File: src/rtl/seg_display_scanner.sv
// Multiplexed 7-segment scanner: time-slices DIGITS digits, hex-decodes, PWM-dims,
// and swaps in newly loaded data only at frame boundaries so a frame never tears.
module seg_display_scanner #(
    parameter int DIGITS     = 4,
    parameter int DIV_W      = 17,
    parameter int PWM_W      = 4,
    parameter int ACTIVE_LOW = 1
) (
    input  logic                  clk,
    input  logic                  reset,
    input  logic [4*DIGITS-1:0]   digits_in,
    input  logic [DIGITS-1:0]     dp_in,
    input  logic [DIGITS-1:0]     blank_in,
    input  logic                  load,
    input  logic                  lz_en,
    input  logic [PWM_W-1:0]      brightness,
    output logic                  load_ack,
    output logic [DIGITS-1:0]     an,
    output logic [7:0]            seg,
    output logic                  frame_tick
);
    localparam int IDX_W = (DIGITS > 1) ? $clog2(DIGITS) : 1;
    localparam logic [IDX_W-1:0] LAST_IDX = IDX_W'(DIGITS - 1);
    localparam logic INV = (ACTIVE_LOW != 0);

    logic [DIV_W-1:0]    cnt;
    logic [IDX_W-1:0]    idx;
    logic                term, wrap, wrap_q;

    logic [4*DIGITS-1:0] pend_dig, disp_dig;
    logic [DIGITS-1:0]   pend_dp, disp_dp, pend_blank, disp_blank;
    logic                pend_v;

    assign term = &cnt;
    assign wrap = term && (idx == LAST_IDX);

    function automatic logic [6:0] hex7(input logic [3:0] v);
        case (v)
            4'h0: hex7 = 7'b1111110;
            4'h1: hex7 = 7'b0110000;
            4'h2: hex7 = 7'b1101101;
            4'h3: hex7 = 7'b1111001;
            4'h4: hex7 = 7'b0110011;
            4'h5: hex7 = 7'b1011011;
            4'h6: hex7 = 7'b1011111;
            4'h7: hex7 = 7'b1110000;
            4'h8: hex7 = 7'b1111111;
            4'h9: hex7 = 7'b1110011;
            4'hA: hex7 = 7'b1110111;
            4'hB: hex7 = 7'b0011111;
            4'hC: hex7 = 7'b1001110;
            4'hD: hex7 = 7'b0111101;
            4'hE: hex7 = 7'b1001111;
            default: hex7 = 7'b1000111;
        endcase
    endfunction

    always_ff @(posedge clk or posedge reset) begin
        if (reset) begin
            cnt <= '0;
            idx <= '0;
        end else begin
            cnt <= cnt + 1'b1;
            if (term)
                idx <= (idx == LAST_IDX) ? '0 : idx + 1'b1;
        end
    end

    // A load landing on the wrap cycle bypasses pending and goes straight to display.
    always_ff @(posedge clk or posedge reset) begin
        if (reset) begin
            pend_dig   <= '0;
            pend_dp    <= '0;
            pend_blank <= '0;
            pend_v     <= 1'b0;
            disp_dig   <= '0;
            disp_dp    <= '0;
            disp_blank <= '0;
            load_ack   <= 1'b0;
            wrap_q     <= 1'b0;
            frame_tick <= 1'b0;
        end else begin
            wrap_q     <= wrap;
            frame_tick <= wrap_q;
            if (wrap) begin
                if (load) begin
                    disp_dig   <= digits_in;
                    disp_dp    <= dp_in;
                    disp_blank <= blank_in;
                end else if (pend_v) begin
                    disp_dig   <= pend_dig;
                    disp_dp    <= pend_dp;
                    disp_blank <= pend_blank;
                end
                load_ack <= load || pend_v;
                pend_v   <= 1'b0;
            end else begin
                load_ack <= 1'b0;
                if (load) begin
                    pend_dig   <= digits_in;
                    pend_dp    <= dp_in;
                    pend_blank <= blank_in;
                    pend_v     <= 1'b1;
                end
            end
        end
    end

    logic [DIGITS-1:0] supp;
    logic              lead;
    logic [3:0]        cur_nib;
    logic              cur_dp, cur_blank, cur_supp, pwm_on;
    logic [PWM_W-1:0]  pwm_lvl;
    logic [DIGITS-1:0] an_raw;
    logic [7:0]        seg_raw;

    // Zero run from the top digit down is suppressed; digit 0 always shows.
    always_comb begin
        supp = '0;
        lead = lz_en;
        for (int i = DIGITS - 1; i >= 1; i--) begin
            lead    = lead && (disp_dig[4*i +: 4] == 4'h0);
            supp[i] = lead;
        end
    end

    always_comb begin
        cur_nib   = 4'h0;
        cur_dp    = 1'b0;
        cur_blank = 1'b0;
        cur_supp  = 1'b0;
        for (int i = 0; i < DIGITS; i++) begin
            if (idx == IDX_W'(i)) begin
                cur_nib   = disp_dig[4*i +: 4];
                cur_dp    = disp_dp[i];
                cur_blank = disp_blank[i];
                cur_supp  = supp[i];
            end
        end
        pwm_lvl = cnt[DIV_W-1 -: PWM_W];
        pwm_on  = (&brightness) || (pwm_lvl < brightness);
        an_raw  = '0;
        for (int i = 0; i < DIGITS; i++)
            an_raw[i] = (idx == IDX_W'(i)) && pwm_on && !cur_blank;
        seg_raw = cur_blank ? 8'h00 : {cur_dp, cur_supp ? 7'b0 : hex7(cur_nib)};
    end

    always_ff @(posedge clk or posedge reset) begin
        if (reset) begin
            an  <= {DIGITS{INV}};
            seg <= {8{INV}};
        end else begin
            an  <= an_raw ^ {DIGITS{INV}};
            seg <= seg_raw ^ {8{INV}};
        end
    end
endmodule

File: config.mk
export PLATFORM = sky130hd
export DESIGN_NAME = seg_display_scanner
export DESIGN_NICKNAME = d
export VERILOG_FILES = /design/src/rtl/seg_display_scanner.sv
export SDC_FILE = /design/constraint.sdc
export NUM_CORES = 1
export LEC_CHECK = 0
export ABC_CLOCK_PERIOD_IN_PS = 6500
export BUFFER_PORTS_ARGS = -buffer_cell sky130_fd_sc_hd__buf_2
export CORE_MARGIN = 3
export CORE_UTILIZATION = 43
export CTS_CLUSTER_SIZE = 14
export DETAILED_ROUTE_END_ITERATION = 10
export PLACE_DENSITY = 0.73
export SLEW_MARGIN = 25
export SYNTH_ARGS = -nofsm -noshare
export SYNTH_HDL_FRONTEND = slang
export SYNTH_SLANG_ARGS = --single-unit
File: constraint.sdc
create_clock -name clk -period 6.5 [get_ports clk]
set_input_delay 0.65 -clock clk [delete_from_list [all_inputs] [get_ports clk]]
set_output_delay 0.65 -clock clk [all_outputs]
set_load 0.05 [all_outputs]
# Word level (Yosys, flattened, before mapping)
# Memory sizes are Yosys's and may differ from the RTL's.
# Index checks and enable logic that the tools add are counted.
[word_totals]
mem_count = 1
elab_cells = 76
mem_bits_ro = 112
output_inout_bits = 14
regBits = 83
inputBits = 32
[op_classes]
eq_ne = 3
n_reduce_logical = 25
addsub = 2
n_bitwise = 3
n_lt_le_gt_ge = 1
muxes = 27
[memory_table]
columns = ["name", "words", "word_bits", "read_ports", "rd_clocked_by_memory_dff", "wr", "line", "source"]
rows = [
  ["(no name shown)", 16, 7, 1, 0, 0, "38", "case (v)"],
]
[ops]
columns = ["operator", "n"]
rows = [
  ["$mux W16", 2],
  ["$mux W4", 8],
  ["$add A17 B1 Y17 const B", 1],
  ["$reduce_and A17 Y1", 1],
  ["$mux W1", 14],
  ["$logic_and A1 B1 Y1", 12],
  ["$logic_not A4 Y1", 3],
  ["$mux W8", 1],
  ["$not A8 Y8", 1],
  ["$mux W7", 1],
  ["$eq A2 B2 Y1 const B", 2],
  ["$lt A4 B4 Y1", 1],
  ["$not A4 Y4", 1],
  ["$reduce_and A2 Y1", 2],
  ["$reduce_and A4 Y1", 1],
  ["$reduce_bool A2 Y1", 2],
  ["$add A2 B1 Y2 const B", 1],
  ["$eq A2 B1 Y1 const B", 1],
  ["$logic_not A2 Y1", 1],
  ["$logic_or A1 B1 Y1", 2],
  ["$mux W2", 1],
  ["$logic_not A1 Y1", 1],
  ["$not A1 Y1", 1],
]

# Depth between registers and ports, before layout
[depth]
depth_word = 10
mapped_depth = 12
mapped_depth_nobuf = 11

# Worst setup path before layout
# OpenSTA, ideal clock, no wires.
[synth_timing]
kind = "flip-flop to flip-flop"
startpoint = "register cnt[0]"
endpoint = "register disp_dig[10]"
period_less_slack_ns = 2.527
path_slack_ns = 3.973
stages_incl_launch_ff = 13
setup_time_ns = 0.135
required_ns = 6.365
n_path_buf = 2
arrival_time_ns = 2.392
path_cell_list = "dfrtp_1 -> ha_1 -> nand3_1 -> or2_2 -> nor3_1 -> and3_1 -> ha_1 -> and2_1 -> o21ai_0 -> clkbuf_1 -> buf_2 -> nand2_1 -> o21ai_0"
[synth_between]
elab_chain_cells = 3
[synth_lines]
columns = ["item", "line", "source"]
rows = [
  ["from (decl)", "26", "logic [DIV_W-1:0] cnt;"],
  ["from (signal assigned)", "63", "cnt <= cnt + 1'b1;"],
  ["$reduce_and A17 Y1", "34", "assign term = &cnt;"],
  ["$logic_and A1 B1 Y1", "35", "assign wrap = term && (idx == LAST_IDX);"],
  ["net wrap", "28", "logic term, wrap, wrap_q;"],
  ["$reduce_and A2 Y1 (no source line)", "--", ""],
  ["to (signal assigned)", "87", "disp_dig <= digits_in;"],
  ["to (signal assigned)", "91", "disp_dig <= pend_dig;"],
  ["to (decl)", "30", "logic [4*DIGITS-1:0] pend_dig, disp_dig;"],
]
# The timed path passes the listed nets, and every way through them passes these cells.
# A chain may end at the register's enable or synchronous reset.

# Final worst setup path
[layout_timing]
startpoint = "register idx[0]"
endpoint = "register seg[3]"
[layout_between]
elab_chain_cells = 9
word_cells_on_any_way = 19
cone_classes = "eq/ne: 3; mux: 13; bitwise: 1; reduce/logical: 1; memory: 1"
[layout_lines]
columns = ["item", "line", "source"]
rows = [
  ["from (decl)", "27", "logic [IDX_W-1:0] idx;"],
  ["from (signal assigned)", "65", "idx <= (idx == LAST_IDX) ? '0 : idx + 1'b1;"],
  ["$logic_not A2 Y1", "133", "if (idx == IDX_W'(i)) begin"],
  ["$mux W4 (4 in series)", "133", ""],
  ["$mem_v2 Z16 W7", "--", ""],
  ["$mux W7", "145", "seg_raw = cur_blank ? 8'h00 : {cur_dp, cur_supp ? 7'b0 : hex7(cur_nib)};"],
  ["$mux W8 (*)", "145", ""],
  ["$not A8 Y8 (no source line) (*)", "--", ""],
  ["to (signal assigned)", "151", "seg <= {8{INV}};"],
  ["to (signal assigned)", "154", "seg <= seg_raw ^ {8{INV}};"],
  ["to (decl)", "19", "output logic [7:0] seg,"],
]
# Every way passes the cells marked *; elsewhere a longest branch is shown, timed or not.

==> impl_metrics.xml <==
<?xml version="1.0" encoding="UTF-8"?>
<metrics>
  <group name="critical_path">
    <metric name="rr_startpoint" unit="">idx[0]</metric>
    <metric name="nature_of_the_critical_path_startpoint" unit="">flip-flop</metric>
    <metric name="worst_path_largest_cell_delay" unit="ns">0.57</metric>
    <metric name="worstPathCellList" unit="">inv_1 -&gt; ha_1 -&gt; a211oi_1 -&gt; a211oi_1 -&gt; inv_1 -&gt; ha_1 -&gt; nor3b_1 -&gt; a211oi_2 -&gt; o21ai_1</metric>
    <metric name="timing.reg2reg.setup_slack" unit="ns">3.68</metric>
    <metric name="setup.worst_path.class" unit="">reg2reg</metric>
    <metric name="cp.required" unit="ns">6.78</metric>
    <metric name="worst_path_dominant_cell_family" unit="">compound AO/OA/AOI/OAI gates</metric>
    <metric name="cpMaxStageDelayCell" unit="">sky130_fd_sc_hd__a211oi_1</metric>
    <metric name="rr_worst_depth" unit="">9</metric>
    <metric name="end_kind" unit="">flip-flop</metric>
    <metric name="cp_num_buf_inv" unit="">2</metric>
    <metric name="crit_path_max_fanout" unit="">13</metric>
    <metric name="crit_arrival" unit="ns">3.10</metric>
    <metric name="worstReg2RegEnd" unit="">seg[3]</metric>
  </group>
  <group name="grt">
    <metric name="wire_length_of_the_first_global_routing_pass" unit="mm">11.8</metric>
    <metric name="globalRouteTotalUtil" unit="%">14.3</metric>
    <metric name="grt_max_degree" unit="">84</metric>
    <metric name="grt_overflow_total" unit="">0</metric>
    <metric name="via_count_of_the_first_global_routing_pass" unit="">2553</metric>
    <metric name="grt_antenna_before_repair" unit="">0</metric>
  </group>
  <group name="logic_synthesis">
    <metric name="synth.cell_area" unit="sq mm">0.00396</metric>
    <metric name="synth-seq-cells" unit="">83</metric>
    <metric name="largest_family_of_logic_cells_by_synthesized_area" unit="">multiplexers</metric>
    <metric name="synth.mux.area_fraction" unit="%">14.2</metric>
    <metric name="sequential_share_of_the_synthesized_area" unit="%">52.8</metric>
    <metric name="post_synth.cell_area_avg" unit="sq um">11.5</metric>
    <metric name="syn_inst" unit="">345</metric>
    <metric name="yosys_warnings" unit="">0</metric>
    <metric name="synth.distinct_cells" unit="">51</metric>
    <metric name="synth_enable_flop_cells" unit="">0</metric>
    <metric name="synth_compound_gate_area_share" unit="%">10.4</metric>
    <metric name="synth-async-reset-ratio" unit="%">100</metric>
    <metric name="fraction_of_the_mapped_netlist_area_in_adder_cells" unit="%">4.42</metric>
    <metric name="syn-num-nets" unit="">391</metric>
    <metric name="ys_dominant_reg_cell" unit="">sky130_fd_sc_hd__dfrtp_1</metric>
    <metric name="post_synth_xor_area_fraction" unit="%">3.31</metric>
    <metric name="share_of_synthesized_cell_area_in_and_or_nand_and_nor_gates" unit="%">11.2</metric>
  </group>
  <group name="worst_hold_path">
    <metric name="worstHoldEndpoint" unit="">frame_tick</metric>
    <metric name="min_path_cells" unit="">0</metric>
    <metric name="holdCritPathClass" unit="">reg2reg</metric>
    <metric name="holdCritStartpoint" unit="">wrap_q</metric>
  </group>
  <group name="layout">
    <metric name="layout.nets" unit="">434</metric>
    <metric name="layout_common_cells" unit="">sky130_fd_sc_hd__dfrtp_1, sky130_fd_sc_hd__buf_2, sky130_fd_sc_hd__nand2_1</metric>
    <metric name="filler_cells_inserted" unit="">812</metric>
    <metric name="multiInputGateArea" unit="sq mm">0.00174</metric>
    <metric name="layout.area.seq" unit="sq mm">0.00209</metric>
    <metric name="final_core_density" unit="%">50.5</metric>
    <metric name="post_layout_nonfiller_instances" unit="">501</metric>
    <metric name="final_common_cell" unit="">sky130_fd_sc_hd__dfrtp_1</metric>
    <metric name="synthToLayoutAreaGrowth" unit="%">12.6</metric>
    <metric name="insertedDiodeCount" unit="">0</metric>
    <metric name="final_layout_size_suffix_gt1_share" unit="%">27.7</metric>
  </group>
  <group name="detailed_routing">
    <metric name="dr.pass1.iters" unit="">4</metric>
    <metric name="drc" unit="">0</metric>
    <metric name="postRouteWirelength" unit="mm">6.87</metric>
    <metric name="via_count" unit="">2569</metric>
    <metric name="drt-vias-per-instance" unit="">5.13</metric>
    <metric name="drt_iter0_markers" unit="">89</metric>
    <metric name="ant_nets" unit="">0</metric>
    <metric name="drt-wirelength-per-cell" unit="microns">13.7</metric>
  </group>
  <group name="floorplan">
    <metric name="rows" unit="">34</metric>
    <metric name="die_h" unit="microns">102</metric>
    <metric name="floorplan.initialDensity" unit="%">44.8</metric>
    <metric name="design.die.area" unit="sq mm">0.0104</metric>
    <metric name="ios" unit="">46</metric>
    <metric name="die_x" unit="microns">102</metric>
    <metric name="core-area" unit="sq mm">0.00885</metric>
  </group>
  <group name="sta">
    <metric name="highest_clock_frequency_the_design_can_meet" unit="MHz">354</metric>
    <metric name="rsz0062_at_grt" unit="">no</metric>
    <metric name="timing_worst_slew_pin_value" unit="ns">0.747</metric>
    <metric name="count_of_final_max_slew_check_failures" unit="">0</metric>
    <metric name="final_number_of_setup_violating_endpoints" unit="">0</metric>
    <metric name="final_hold_viol_count" unit="">0</metric>
    <metric name="fin_skew" unit="ns">0.0150</metric>
    <metric name="layout_worst_path_cycle_share" unit="%">43.4</metric>
    <metric name="tns" unit="ns">0</metric>
    <metric name="fin_worst_hold_slack" unit="ns">0.364</metric>
    <metric name="max_slew_margin" unit="%">50.2</metric>
    <metric name="finalWorstPathRequiredPeriod" unit="ns">2.82</metric>
  </group>
  <group name="power">
    <metric name="power.ir.vdd_worst" unit="mV">0.126</metric>
    <metric name="power-per-cell-area" unit="mW/mm^2">215</metric>
    <metric name="power.static_leakage" unit="nW">2.10</metric>
  </group>
  <group name="run_status">
    <metric name="outcome" unit="">finished clean</metric>
  </group>
  <group name="placed_design">
    <metric name="finalWeightedCongestion" unit="">0.772</metric>
    <metric name="dp.cells" unit="">484</metric>
    <metric name="place.port_buffers" unit="">45</metric>
    <metric name="hpwl" unit="mm">4.90</metric>
  </group>
  <group name="cts">
    <metric name="tritoncts_clock_tree" unit="">built</metric>
    <metric name="clk_pin_slew" unit="ns">0.09</metric>
    <metric name="worst_skew_pair.late_latency" unit="ns">0.35</metric>
    <metric name="ctsResizeCount" unit="">0</metric>
    <metric name="postCtsSetupBuffers" unit="">0</metric>
    <metric name="cts_hold_repair.buffers" unit="">0</metric>
    <metric name="cts.sink_count" unit="">83</metric>
    <metric name="ctsRootBufferMaster" unit="">sky130_fd_sc_hd__clkbuf_8</metric>
    <metric name="clock_tree.htree_level_count" unit="">3</metric>
    <metric name="cts_max_path_buffers" unit="">2</metric>
    <metric name="cts-buffers-inserted" unit="">9</metric>
  </group>
  <group name="run">
    <metric name="max_cap_viol_count" unit="">0</metric>
  </group>
</metrics>
[cells in the mapped netlist (all sizes together), types with 5 or more instances]
cell type | instances | area [sq um]
a211oi | 5 | 42.5
a21oi | 6 | 30.0
buf | 12 | 76.3
dfrtp | 71 | 1780
dfstp | 12 | 315
ha | 14 | 175
inv | 15 | 56.3
mux2 | 25 | 282
mux2i | 28 | 280
nand2 | 42 | 158
nand2b | 5 | 31.3
nand3 | 7 | 35.0
nor2 | 8 | 30.0
o21ai | 31 | 155
xnor2 | 11 | 96.3
[final cells by class]
cell class / instances / share of cell area, %
flip-flops and latches: 83 / 46.9
multi-input cells: 231 / 38.9
repair buffers: 48 / 5.63
well taps: 108 / 3.03
clock buffers: 10 / 2.86
clock inverters: 6 / 1.46
inverters: 15 / 1.29
[power breakdown]
| group | leakage, nW | internal, mW | switching, mW |
|---|---|---|---|
| clock | 0.0866 | 0.178 | 0.184 |
| combinational | 0.970 | 0.0306 | 0.0305 |
| sequential | 1.04 | 0.531 | 0.00701 |
[worst max-delay path by stage]
stage	start	to	cells past startpoint
2_1_floorplan	reset	cnt[0]	1
3_3_place_gp	cnt[0]	pend_dig[9]	9
3_5_place_dp	idx[1]	seg[3]	9
4_1_cts	idx[0]	seg[3]	9
5_1_grt	idx[0]	seg[3]	9
6_report	idx[0]	seg[3]	9
[metal layers]
metal  global-route usage [%]  vias to the layer above  part of all wire, %
met5                        0                        -                    0
li1                         -                     1290                    -
met2                     22.9                       41                   48
met3                     3.41                       10                  3.3
met1                     19.0                     1228                   47
met4                     5.35                        0                  1.6
[stage by stage]
step / instance area, sq um / setup slack [ns] / power (mW)
4_1_cts: 4450 / 3.67 / 0.973
3_5_place_dp: 4260 / 3.70 / 0.611
2_1_floorplan: 3960 / 3.73 / 0.590
5_1_grt: 4460 / 3.46 / 1.01
6_report: 4460 / 3.68 / 0.961
3_3_place_gp: 4260 / 3.48 / 0.608
[registers in the layout (all words and copies together), names as in the netlist]
| name | count |
|---|---|
| idx | 2 |
| disp_dig | 16 |
| pend_dp | 4 |
| seg | 8 |
| an | 4 |
| cnt | 17 |
| frame_tick | 1 |
| disp_blank | 4 |
| pend_v | 1 |
| pend_dig | 16 |
| load_ack | 1 |
| disp_dp | 4 |
| wrap_q | 1 |
| pend_blank | 4 |
[logic make-up after synthesis]
kind of cell,count (synthesis)
adder cells (fa/ha/maj),14
AO/OA/AOI/OAI,61
XOR/XNOR,15
buffers and inverters,31
flip-flops,83
AND/OR/NAND/NOR,88
multiplexers,53
[worst reg2reg max path, delay by kind of cell, from the launching register on]
kind | cells | cell delay (ns)
buf+inv | 2 | 0.31
compound gates | 4 | 0.91
simple gates | 1 | 0.27
flops | 1 | 0.41
fa+ha+maj | 2 | 0.86
No activity file was read; power rests on OpenSTA's default activity.
